==> config.mk <==
export PLATFORM = sky130hd
export DESIGN_NAME = calc_sequencer
export DESIGN_NICKNAME = d
export VERILOG_FILES = /design/src/rtl/calc_pkg.sv /design/src/rtl/key_sync_edge.sv /design/src/rtl/calc_sequencer.sv
export SDC_FILE = /design/constraint.sdc
export NUM_CORES = 1
export LEC_CHECK = 0
export CAP_MARGIN = 30
export CORE_UTILIZATION = 60
export CTS_CLUSTER_SIZE = 25
export DETAILED_ROUTE_END_ITERATION = 7
export PLACE_DENSITY = 0.86
export SYNTH_ARGS = -nofsm -noshare
export SYNTH_HDL_FRONTEND = slang
export SYNTH_SLANG_ARGS = --single-unit
==> constraint.sdc <==
create_clock -name clk -period 3.9 [get_ports clk]
set_input_delay 1.17 -clock clk [delete_from_list [all_inputs] [get_ports clk]]
set_output_delay 1.17 -clock clk [all_outputs]
set_load 0.005 [all_outputs]
==> src/rtl/calc_pkg.sv <==
// calc_pkg: shared types and constants for the calculator control path.
//   op_e    - operation code encoding driven by the op switches
//   state_e - calc_sequencer FSM states
//   ACC_W, ACC_MAX, ACC_MIN - accumulator width and saturation limits
package calc_pkg;

  localparam int ACC_W = 8;
  localparam logic [ACC_W-1:0] ACC_MAX = 8'h7F;
  localparam logic [ACC_W-1:0] ACC_MIN = 8'h80;

  typedef enum logic [1:0] {
    OP_ADD   = 2'b00,
    OP_SUB   = 2'b01,
    OP_LOAD  = 2'b10,
    OP_CLEAR = 2'b11
  } op_e;

  typedef enum logic [1:0] {
    IDLE      = 2'b00,
    EXEC      = 2'b01,
    WAIT_CONV = 2'b10
  } state_e;

endpackage

==> src/rtl/key_sync_edge.sv <==
// key_sync_edge: three-flop synchroniser for an asynchronous key level,
// followed by a rising-edge detector. Shared by all calculator keys.
// Ports:
//   clk     - system clock
//   rst_n   - asynchronous active-low reset
//   key_i   - raw key level, asynchronous to clk
//   edge_o  - one-cycle pulse on a synchronised rising edge
module key_sync_edge (
  input  logic clk,
  input  logic rst_n,
  input  logic key_i,
  output logic edge_o
);

  logic [2:0] sync_q;

  always_ff @(posedge clk or negedge rst_n) begin
    if (!rst_n) begin
      sync_q <= 3'b000;
    end else begin
      sync_q <= {sync_q[1:0], key_i};
    end
  end

  // sync_q[1] is q1, sync_q[2] is q2
  assign edge_o = sync_q[1] & ~sync_q[2];

endmodule

==> src/rtl/calc_sequencer.sv <==
// calc_sequencer: control FSM for the 8-bit signed calculator. Each go-key
// press executes one command on the accumulator, then waits for the display
// converter to acknowledge with 'change' (or times out) before returning idle.
// Build option: define CALC_SAT_EN to saturate ADD/SUB overflow instead of
// wrapping.
// Ports:
//   clk, rst_n     - system clock, asynchronous active-low reset
//   key_go         - raw go key level
//   op, operand    - command and two's-complement operand, sampled in EXEC
//   change         - converter completion pulse
//   accumulator    - registered result feeding the converter
//   ovf, disp_err  - sticky overflow / converter-timeout flags
//   busy, done     - command in progress / one-cycle completion pulse
//
// state     | meaning
// ----------+-----------------------------------------------------------
// IDLE      | waiting for a go-key edge
// EXEC      | one cycle: compute and register the new accumulator value
// WAIT_CONV | waiting for the converter's change pulse or timeout
module calc_sequencer
  import calc_pkg::*;
#(
  parameter int CONV_TIMEOUT = 32
) (
  input  logic             clk,
  input  logic             rst_n,
  input  logic             key_go,
  input  logic [1:0]       op,
  input  logic [ACC_W-1:0] operand,
  input  logic             change,
  output logic [ACC_W-1:0] accumulator,
  output logic             ovf,
  output logic             disp_err,
  output logic             busy,
  output logic             done
);

  // Down-counter loaded on entry to WAIT_CONV; terminal count 0 corresponds
  // to the CONV_TIMEOUT-th cycle spent waiting.
  localparam logic [7:0] TMR_LOAD = 8'(CONV_TIMEOUT - 1);

  state_e           state_q, state_d;
  logic [ACC_W-1:0] acc_q, acc_d;
  logic             ovf_q, ovf_d;
  logic             err_q, err_d;
  logic [7:0]       tmr_q, tmr_d;
  logic             busy_q, done_q;
  logic             go_edge;

  op_e              op_s;
  logic [ACC_W:0]   sum;
  logic             sum_ovf;
  logic [ACC_W-1:0] res;

  key_sync_edge u_go_sync (
    .clk    (clk),
    .rst_n  (rst_n),
    .key_i  (key_go),
    .edge_o (go_edge)
  );

  assign op_s = op_e'(op);

  always_comb begin
    sum     = {acc_q[ACC_W-1], acc_q};
    sum_ovf = 1'b0;
    res     = acc_q;
    unique case (op_s)
      OP_ADD:   sum = {acc_q[ACC_W-1], acc_q} + {operand[ACC_W-1], operand};
      OP_SUB:   sum = {acc_q[ACC_W-1], acc_q} - {operand[ACC_W-1], operand};
      default:  sum = {acc_q[ACC_W-1], acc_q};
    endcase
    if (op_s == OP_ADD || op_s == OP_SUB) begin
      sum_ovf = sum[ACC_W] ^ sum[ACC_W-1];
`ifdef CALC_SAT_EN
      // sum[ACC_W] carries the true sign of the unbounded result
      if (sum_ovf) res = sum[ACC_W] ? ACC_MIN : ACC_MAX;
      else         res = sum[ACC_W-1:0];
`else
      res = sum[ACC_W-1:0];
`endif
    end else if (op_s == OP_LOAD) begin
      res = operand;
    end else begin
      res = '0;
    end
  end

  always_comb begin
    state_d = state_q;
    acc_d   = acc_q;
    ovf_d   = ovf_q;
    err_d   = err_q;
    tmr_d   = tmr_q;
    unique case (state_q)
      IDLE: begin
        if (go_edge) state_d = EXEC;
      end
      EXEC: begin
        acc_d = res;
        if (op_s == OP_CLEAR) begin
          ovf_d = 1'b0;
          err_d = 1'b0;
        end else if (sum_ovf) begin
          ovf_d = 1'b1;
        end
        if (res == acc_q) begin
          state_d = IDLE;
        end else begin
          tmr_d   = TMR_LOAD;
          state_d = WAIT_CONV;
        end
      end
      WAIT_CONV: begin
        // change takes priority over a coincident timeout
        if (change) begin
          state_d = IDLE;
        end else if (tmr_q == 8'd0) begin
          err_d   = 1'b1;
          state_d = IDLE;
        end else begin
          tmr_d = tmr_q - 8'd1;
        end
      end
      default: state_d = IDLE;
    endcase
  end

  always_ff @(posedge clk or negedge rst_n) begin
    if (!rst_n) begin
      state_q <= IDLE;
      acc_q   <= '0;
      ovf_q   <= 1'b0;
      err_q   <= 1'b0;
      tmr_q   <= 8'd0;
      busy_q  <= 1'b0;
      done_q  <= 1'b0;
    end else begin
      state_q <= state_d;
      acc_q   <= acc_d;
      ovf_q   <= ovf_d;
      err_q   <= err_d;
      tmr_q   <= tmr_d;
      busy_q  <= (state_d != IDLE);
      done_q  <= (state_q != IDLE) && (state_d == IDLE);
    end
  end

  assign accumulator = acc_q;
  assign ovf         = ovf_q;
  assign disp_err    = err_q;
  assign busy        = busy_q;
  assign done        = done_q;

endmodule

======== After elaboration in Yosys (flattened, before gate mapping) ========
Index checks and enable logic that the tools add are counted.
storage, ports and cells
  word-level logic and storage cells ...... 57
  input bits .............................. 14
  output and inout port bits .............. 12
  register bits ........................... 25
operators by class
  bitwise logic cells ..................... 3
  eq/ne operators ......................... 11
  reduce and logical (&&, ||, !) cells .... 13
  $add $sub $neg .......................... 3
  multiplexer cells ....................... 19
operator list
  kind                                                 number
  two-way mux 8 bit                                    5
  one-hot mux 9 bit (2 select lines)                   1
  one-hot mux 8 bit (2 select lines)                   1
  != test 2 bit, second input constant                 5
  adder 8 x 8 -> 9 bit                                 1
  subtractor 8 x 8 -> 9 bit                            1
  equality test 8 bit                                  1
  logical NOT 8 bit                                    1
  two-way mux 2 bit                                    4
  AND reduction 4 bit                                  2
  nonzero test 2 bit                                   4
  subtractor 8 x 1 -> 8 bit, second input constant     1
  equality test 2 bit, second input constant           3
  logical NOT 2 bit                                    3
  two-way mux 1 bit                                    6
  one-hot mux 2 bit (3 select lines)                   1
  equality test 2 x 1 -> 1 bit, second input constant  2
  one-hot mux 1 bit (2 select lines)                   1
  AND reduction 2 bit                                  1
  AND 1 bit                                            1
  logical AND 1 bit                                    1
  logical OR 1 bit                                     1
  NOT 1 bit                                            1
  XOR 1 bit                                            1

======== Depth between registers and ports, before layout ========
Gate-level depths: netlist of the first run.
  depth in word-level cells ............... 8
  depth in mapped cells ................... 15
  depth with buffers taken out ............ 12

======== Hierarchy ========
A second synthesis of the first run with hierarchy kept.
unflattened totals
  cell total of the unflattened synthesis .. 214
  area total of the unflattened synthesis .. 1940.6 um^2
by module, submodules not included
  module          area an instance (um^2)  cells an instance  instances  sequential area each (um^2)
  calc_sequencer  1851.8                   210                1          550.5
  key_sync_edge   88.8                     4                  1          75.1

======== Least setup slack after synthesis of the first run ========
Ideal clock, no wire load.
  path kind ............................... input to register
  from .................................... in op[1]
  to ...................................... reg tmr_q[1]
  setup slack ............................. 0.115 ns
  arrival ................................. 3.651 ns
  stages on the path ...................... 13
  data required time ...................... 3.765 ns
  setup time .............................. 0.135 ns
  path buffers ............................ 3
  path through ............................ buf_6 nor2b_1 buf_2 mux2_2 fa_1 xor2_1 o2bb2ai_1 xnor2_1 nand4_1 nor4_1 a31o_1 buf_6 a31oi_4
between the ends
  longest elaborated chain between the ends .. 6
  elaborated cells between the ends (all ways) .. 10
  those cells by class .................... eq/ne (4); mux (3); reduce/logical (3)
ends and longest elaborated chain
  element                                                           RTL line                                    RTL
  from (decl)                                                       calc_sequencer.sv:28                        input logic [1:0] op,
  equality test 2 x 1 -> 1 bit, or another cell as far along        calc_sequencer.sv:68, calc_sequencer.sv:73
  one-hot mux 9 bit (2 select lines), or another cell as far along  calc_sequencer.sv:68                        unique case (op_s)
  two-way mux 8 bit (*)                                             calc_sequencer.sv:73                        if (op_s == OP_ADD || op_s == OP_SUB) begin
  equality test 8 bit (*)                                           calc_sequencer.sv:107                       if (res == acc_q) begin
  != test 2 bit (no line) (*)                                       n/a
  AND reduction 4 bit (no line) (*)                                 n/a
  to (signal assigned)                                              calc_sequencer.sv:143                       tmr_q <= tmr_d;
  to (decl)                                                         calc_sequencer.sv:46                        logic [7:0] tmr_q, tmr_d;
Every way passes the cells marked *; elsewhere a longest branch is shown, timed or not.
A chain may end at the register's enable or synchronous reset.

======== Worst setup path after layout of the first run ========
  from .................................... in operand[3]
  to ...................................... reg tmr_q[1]
between the ends
  longest elaborated chain between the ends .. 6
  elaborated cells between the ends (all ways) .. 8
  those cells by class .................... add/sub (2); eq/ne (2); mux (3); reduce/logical (1)
ends and longest elaborated chain
  element                                                                   RTL line                                    RTL
  from (decl)                                                               calc_sequencer.sv:29                        input logic [ACC_W-1:0] operand,
  subtractor 8 x 8 -> 9 bit / adder 8 x 8 -> 9 bit (equally long branches)  calc_sequencer.sv:70, calc_sequencer.sv:69
  one-hot mux 9 bit (2 select lines)                                        calc_sequencer.sv:68
  two-way mux 8 bit (*)                                                     calc_sequencer.sv:73
  equality test 8 bit (*)                                                   calc_sequencer.sv:107
  != test 2 bit (no line) (*)                                               n/a
  AND reduction 4 bit (no line) (*)                                         n/a
Marks and branches as above.

==> results of run 1 <==
==> worst reg2reg max path: cells and delay by family (launching register included) <==
family,cells,cell delay (ps)
AO/OA/AOI/OAI,4,890
XOR/XNOR,1,110
adder cells (fa/ha/maj),2,630
buffers and inverters,3,360
flip-flops,1,410
AND/OR/NAND/NOR,2,420
==> per-stage QoR <==
step	total power, mW	setup TNS, ps	setup slack, ps	util (%)	hold WS (ps)
global route	2.09	-3600	-332	94.5	392
CTS	1.61	0	18.8	86.9	374
floorplan	0.972	0	115	-	331
finish	2.03	-2100	-238	94.5	388
detailed placement	1.31	-6530	-615	80.0	341
global placement	1.28	-5640	-553	80.0	334
==> path summary, 6_finish.rpt <==
| path | startpoint | to | slack, ps | cells past startpoint |
|---|---|---|---|---|
| worst max-delay path | operand[3] | tmr_q[1] | -240 | 14 |
| worst min-delay path | u_go_sync.sync_q[0] | u_go_sync.sync_q[1] | 390 | 0 |
| worst max register to register | accumulator[0] | tmr_q[1] | 1040 | 12 |
| worst min register to register | u_go_sync.sync_q[0] | u_go_sync.sync_q[1] | 390 | 0 |
| max in group asynchronous | rst_n | tmr_q[3] | 2410 | 2 |
| min in group asynchronous | rst_n | accumulator[3] | 1200 | 2 |
==> cells in the mapped netlist (2+ instances only) <==
cell and number:
nand4_1 3, nor4b_1 4, buf_6 6, nor3_2 2, a211oi_1 3, nand2b_1 3
ha_1 11, nor2b_1 6, dfrtp_1 25, nor2_1 13, xor2_1 8, o21ai_0 10
xnor2_1 19, nor4_1 3, or2_2 2, clkbuf_1 2, o21a_1 2, inv_1 11
nor3b_1 6, nor3_1 7, buf_2 3, a21oi_1 10, and3b_1 2, and2_1 4
mux2_2 6, a31oi_1 2, nand2_1 18, o31ai_1 3, a21o_1 2, nand3_1 2
==> layer usage <==
| layer | track usage, % | part of all wire, % | routed length (um) |
|---|---|---|---|
| met5 | 0 | 0 | 0 |
| met4 | 17.9 | 9.8 | 888 |
| met3 | 5.63 | 14 | 1260 |
| met2 | 64.6 | 43 | 3940 |
| met1 | 49.8 | 33 | 2980 |
==> layout make-up <==
| cell class | instances | area (um^2) |
|---|---|---|
| inverters | 11 | 41.3 |
| flip-flops and latches | 25 | 626 |
| clock inverters | 1 | 7.51 |
| well taps | 44 | 55.1 |
| repair buffers | 75 | 661 |
| fillers | 80 | 173 |
| clock buffers | 3 | 22.5 |
| multi-input cells | 171 | 1540 |
==> repair_timing <==
| action | 4_1_cts | 5_1_grt |
|---|---|---|
| buffers inserted | 9 | 5 |
| resized for setup | 26 | 36 |
| endpoints found under the setup margin | 11 | 13 |
| pin swaps | 14 | 22 |
| gates cloned | 0 | 0 |
==> sequential cells by signal (all words and copies together), names as in the netlist <==
| register | cells |
|---|---|
| accumulator | 8 |
| tmr_q | 8 |
| u_go_sync.sync_q | 3 |
| state_q | 2 |
| busy | 1 |
| disp_err | 1 |
| done | 1 |
| ovf | 1 |
==> cell families (layout without fill, tap and decap cells) <==
kind of cell	after synthesis	in the layout	synth area share, %
and+or+nand+nor	83	83	24.6
AOI/OAI and AO/OA	43	43	14.7
xor gates and xnor gates	27	27	11.8
DFF	25	25	31.1
buffers and inverters	22	90	6.53
adders and majority gates	12	12	7.84
muxes	6	6	3.36
==> power breakdown <==
group          switching (mW)  internal (mW)
combinational           0.722          0.748
sequential             0.0952          0.315
clock                   0.106         0.0396
total                   0.923           1.10
==> run metrics, run 1 <==
run status=finished, violations left; failing checks=setup timing; DIE HEIGHT=59.9 um; max-slew violations=0; first-pass GRT wire length=10000 um; top cell family by delay on the critical path=simple AND/OR/NAND/NOR gates; final hold violation count=0; CTS tree=built; Slew @ Worst Pin=753 ps; H-tree depth=1; Placement Cell Area=2500 um^2; routed len/inst=27.5 um; Total Wirelength=9070 um; area of the die=3590 um^2; fraction of registers with async set/reset=100%; CP Launch Type=input pin; drc violations=0; setup ws final=-238 ps; Netlist cell types=50; initial antenna violation count=0; Starting Density=64.3%; P&R area growth vs syn=47.0%; clk buf depth=2; PwrDens=686 nW/um^2; CTS buffer count=3; Crit Path Max Fanout=5; largest net degree at the start of global routing=29; most frequent cells in the layout=buf_4, dfrtp_1, clkdlybuf4s50_1; Hold/Removal Path Class=reg2reg; layout cells sized above 1=37.1%; leading area contributor after synthesis=dfrtp_1; syn nets=244; Finished Layout Cells=330; grt ovf=0; post-synth top area share=31.1%; Syn Area/Cell=9.22 um^2; post-synthesis sequential element count=25; Max VDD drop=0.493 mV; Syn Inst Count=218; crit-path max cell delay=470 ps; root buf cell=clkbuf_4; max_cap viols=0; GP Congestion=0.888; nets=313; Core Box Area=3130 um^2; worst path arrival time=4430 ps; Clk pin slew, worst setup/hold paths=150 ps; Post-synth EDFFs=0; most common cell after layout, fill and taps aside=buf_4; DIE WIDTH=59.9 um; Slowest-stage cell, CP=clkdlybuf4s50_1; fin area=2960 um^2; initial DRC count=450; via count=2371; CTS sink cnt=25; diode count=0; hpwl dp=3620 um; CTS Hold Bufs=0; dominant cells by area after synthesis=dfrtp_1, xnor2_1, ha_1; DR vias/cell=7.18; fmax=242 MHz; DRT Pass-1 Iters=5; # placed instances=313; ys flop type=dfrtp_1; clk_lat worst skew=380 ps; Post-Syn Area=2010 um^2; part of the Yosys area used for sequential elements=31.1%; Slew headroom=49.8%; setup violators final=12; crit path time final=4140 ps; leakage=1.27 nW; CP Buf/Inv Count=3; Global Route Usage Sum=38.9%; row count=20; fin crit share=106%; YS warnings=0; number of global-route vias before repair=2042; antenna-violating nets left=0; critical path class=in2reg; CP required=4190 ps; CP Cell Sequence=clkdlybuf4s50_1, nor2_2, nor4b_4, nor2_2, xnor2_2, ha_4, buf_4, a21oi_1, nand4b_1, o211ai_4, xnor2_2, a31o_4, buf_6, a31oi_4; crit end category=flip-flop; I/O Pins=26; final clock skew=29.2 ps; PortBufs=25
(Power assumes the default switching activity.)
==> inputs of run 2 (changes only) <==
--- a/config.mk
+++ b/config.mk
@@ -7,9 +7,9 @@
 export LEC_CHECK = 0
-export CAP_MARGIN = 30
-export CORE_UTILIZATION = 60
+export CORE_UTILIZATION = 59
 export CTS_CLUSTER_SIZE = 25
 export DETAILED_ROUTE_END_ITERATION = 7
-export PLACE_DENSITY = 0.86
+export PLACE_DENSITY = 0.85
 export SYNTH_ARGS = -nofsm -noshare
 export SYNTH_HDL_FRONTEND = slang
+export SYNTH_HIERARCHICAL = 1
 export SYNTH_SLANG_ARGS = --single-unit
==> constraint.sdc (replaced) <==
create_clock -name clk -period 3.9 [get_ports clk]
set_input_delay 0.585 -clock clk [delete_from_list [all_inputs] [get_ports clk]]
set_output_delay 0.585 -clock clk [all_outputs]
set_load 0.005 [all_outputs]
==> run 2 against run 1 <==
  * The run now ends clean
  * Via count is 28% lower
  * Combinational power down 39%
  * Fmax grew 16%
  * Largest cell class unchanged
  * Largest power group unchanged
  * Highest routed layer unchanged
==> run metrics, run 2 <==
run status=completed; nets=276 (-12%); critical path class=in2reg; Hold WS=369 ps (-18.8 ps); I/O Pins=26 (unchanged); YS warnings=6 (+6); Critical Path Start=operand[1]; initial DRC count=90 (-80%); via count=1696 (-28%); Clk pin slew, worst setup/hold paths=130 ps (-20 ps); Worst path depth=12 (-2); CTS Hold Bufs=0 (unchanged); crit end category=flip-flop; setup TNS=0 ps (+2100 ps); DIE HEIGHT=59.4 um (-0.90%); leading area contributor after synthesis=dfrtp_1; GP Congestion=0.898 (+1.1%); number of global-route vias before repair=1557 (-24%); area of the die=3520 um^2 (-1.8%); Starting Density=63.0% (-1.2 points); drc violations=0 (unchanged); DRT Pass-1 Iters=4 (-1); PortBufs=25 (unchanged); part of the power in registers=28.7% (+8.4 points); max-slew violations=0 (unchanged); Slew @ Worst Pin=1080 ps (+324 ps); crit-path max cell delay=530 ps (+60 ps); DR vias/cell=5.79 (-19%); fin crit share=91.8% (-14 points); CP Cell Sequence=clkdlybuf4s50_1, inv_1, ha_1, mux2_2, fa_1, nand2b_1, a2111o_1, nand3_1, xnor2_1, nand3_1, o31ai_4, nand2_1; CP Buf/Inv Count=2 (-1); net switching share of the total power=42.0% (-3.5 points); CTS buffer count=3 (unchanged); Syn Inst Count=214 (-1.8%); CP required=4090 ps (-100 ps); setup violators final=0 (-12); Register-to-Register Path Depth=10 (-2); RR Startpoint=accumulator[0]; CTS resizes=0 (-100%); RSZ-0062 raised after global routing=no; grt ovf=0 (unchanged); max_cap viols=0 (unchanged); post-synthesis sequential element count=25 (unchanged); diode count=0 (unchanged); synth cell count leaders=dfrtp_1, nand2_1, nor2_1, xnor2_1, inv_1; Crit Path Max Fanout=9 (+4); leakage=1.01 nW (-20%); H-tree depth=1 (unchanged); part of the Yosys area used for sequential elements=32.2% (+1.1 points); CTS sink cnt=25 (unchanged); Post-Syn Area=1940 um^2 (-3.5%); Slew headroom=28.0% (-22 points); Hold/Removal Path Class=reg2reg; top-count cell post-synth=dfrtp_1; clk buf depth=2 (unchanged); Total Wirelength=4160 um (-54%); total power=1.41 mW (-30%); Hold Path Stages=0 (unchanged); P&R area growth vs syn=20.0%; top cell family by delay on the critical path=compound AO/OA/AOI/OAI gates; Post-synth EDFFs=0 (unchanged); Synth Area in Compound Gates=18.1% (+3.4 points); fraction of registers with async set/reset=100% (unchanged); Comb power frac=63.2% (-9.4 points); most crowded layer after global routing=met2; Netlist cell types=55 (+10%); layout cells sized above 1=10.0% (-27 points); first-pass GRT wire length=7110 um (-29%); Slowest-stage cell, CP=clkdlybuf4s50_1; final hold violation count=0 (unchanged); simple-gate share of the synthesized area=22.8% (-1.8 points); Internal Power=0.819 mW (-26%); ys flop type=dfrtp_1; Placement Cell Area=2300 um^2 (-8.1%); routed len/inst=14.2 um (-48%); Syn Area/Cell=9.07 um^2 (-1.7%); Max VDD drop=0.361 mV (-27%); most frequent cells in the layout=dfrtp_1, clkdlybuf4s50_1, nand2_1; syn nets=240 (-1.6%); clock power share=8.0% (+0.8 points); XOR/XNOR Fraction of Synth Area=11.5% (-0.22 points); post-synth top area share=32.2% (+1.1 points); largest family of logic cells by synthesized area=simple AND/OR/NAND/NOR gates; most used cell, CP=nand3_1; crit path time final=3580 ps (-556 ps); hpwl dp=3290 um (-9.2%); Switch Pwr=0.594 mW (-36%); initial antenna violation count=0 (unchanged); row count=20 (unchanged); post-synthesis adder-cell area fraction=8.12% (+0.28 points); worst path arrival time=3770 ps (-660 ps); PwrDens=607 nW/um^2 (-12%); Core Box Area=3080 um^2 (-1.6%); final clock skew=7.57 ps (-21.6 ps); CTS tree=built; met1 usage=37.6% (-12 points); mux cell area share after synthesis=3.03% (-0.33 points); antenna-violating nets left=0 (unchanged); Global Route Usage Sum=26.4% (-13 points); root buf cell=clkbuf_4; fin area=2330 um^2 (-21%); dominant cells by area after synthesis=dfrtp_1, xnor2_1, ha_1; largest net degree at the start of global routing=26 (-10%); DIE WIDTH=59.4 um (-0.90%); Post-CTS Setup Inserts=0 (-9); CP Launch Type=input pin; hold wc startpoint=u_go_sync/sync_q[0]; clk_lat worst skew=320 ps (-60 ps); met2 usage=43.7% (-21 points); met3 Use GR=4.15% (-1.5 points); fmax=279 MHz (+16%)
-- run 2: logic make-up (layout without fill, tap and decap cells) --
group	after synthesis	after routing
AO/OA/AOI/OAI	46	46
XOR/XNOR	24	24
adder cells (fa/ha/maj)	12	12
buffers and inverters	19	54
flip-flops	25	25
multiplexers	5	5
AND/OR/NAND/NOR	83	83
-- run 2: metrics by stage --
step / util [%] / setup WS (ps) / instances
final: 75.7 / 318 / 293
after global routing: 75.7 / 159 / 293
after CTS: 75.7 / 314 / 293
after detailed placement: 74.8 / -16.4 / 289
after global placement: 74.8 / 48.0 / 289
after floorplan: - / 511 / 214
-- run 2: power by group through the flow --
| stage | clock network, mW | logic (mW) | registers (mW) |
|---|---|---|---|
| CTS | 0.117 | 0.889 | 0.405 |
| global placement | 0 | 0.857 | 0.407 |
| global route | 0.129 | 0.978 | 0.416 |
| finish | 0.113 | 0.893 | 0.406 |
| floorplan | 0 | 0.614 | 0.396 |
| detailed placement | 0 | 0.882 | 0.409 |
-- run 2: path summary, 6_finish.rpt --
path                                       end  slack (ps)
min reg2reg                u_go_sync/sync_q[1]         370
min                        u_go_sync/sync_q[1]         370
max                                       busy         320
max in group asynchronous             tmr_q[2]        2420
min in group asynchronous             tmr_q[6]         830
max reg2reg                               busy        1070
-- run 2: per-layer routing --
layer / up-vias / routed length [um]
met4: 0 / 42
met1: 791 / 2090
li1: 843 / -
met2: 53 / 1870
met5: - / 0
met3: 9 / 166
-- run 2: worst reg2reg max path, delay by kind of cell (launching register included) --
kind | cells | cell delay, ps
AOI/OAI and AO/OA | 2 | 860
xor gates and xnor gates | 1 | 130
adders and majority gates | 2 | 600
buffers and inverters | 1 | 60
DFF | 1 | 420
and+or+nand+nor | 4 | 630
-- run 2: area by class of cell --
type	count	area, um^2
multi-input cells	170	1230
repair buffers	36	333
fillers	242	749
inverters	14	52.6
well taps	44	55.1
flip-flops and latches	25	626
clock inverters	1	5.00
clock buffers	3	22.5
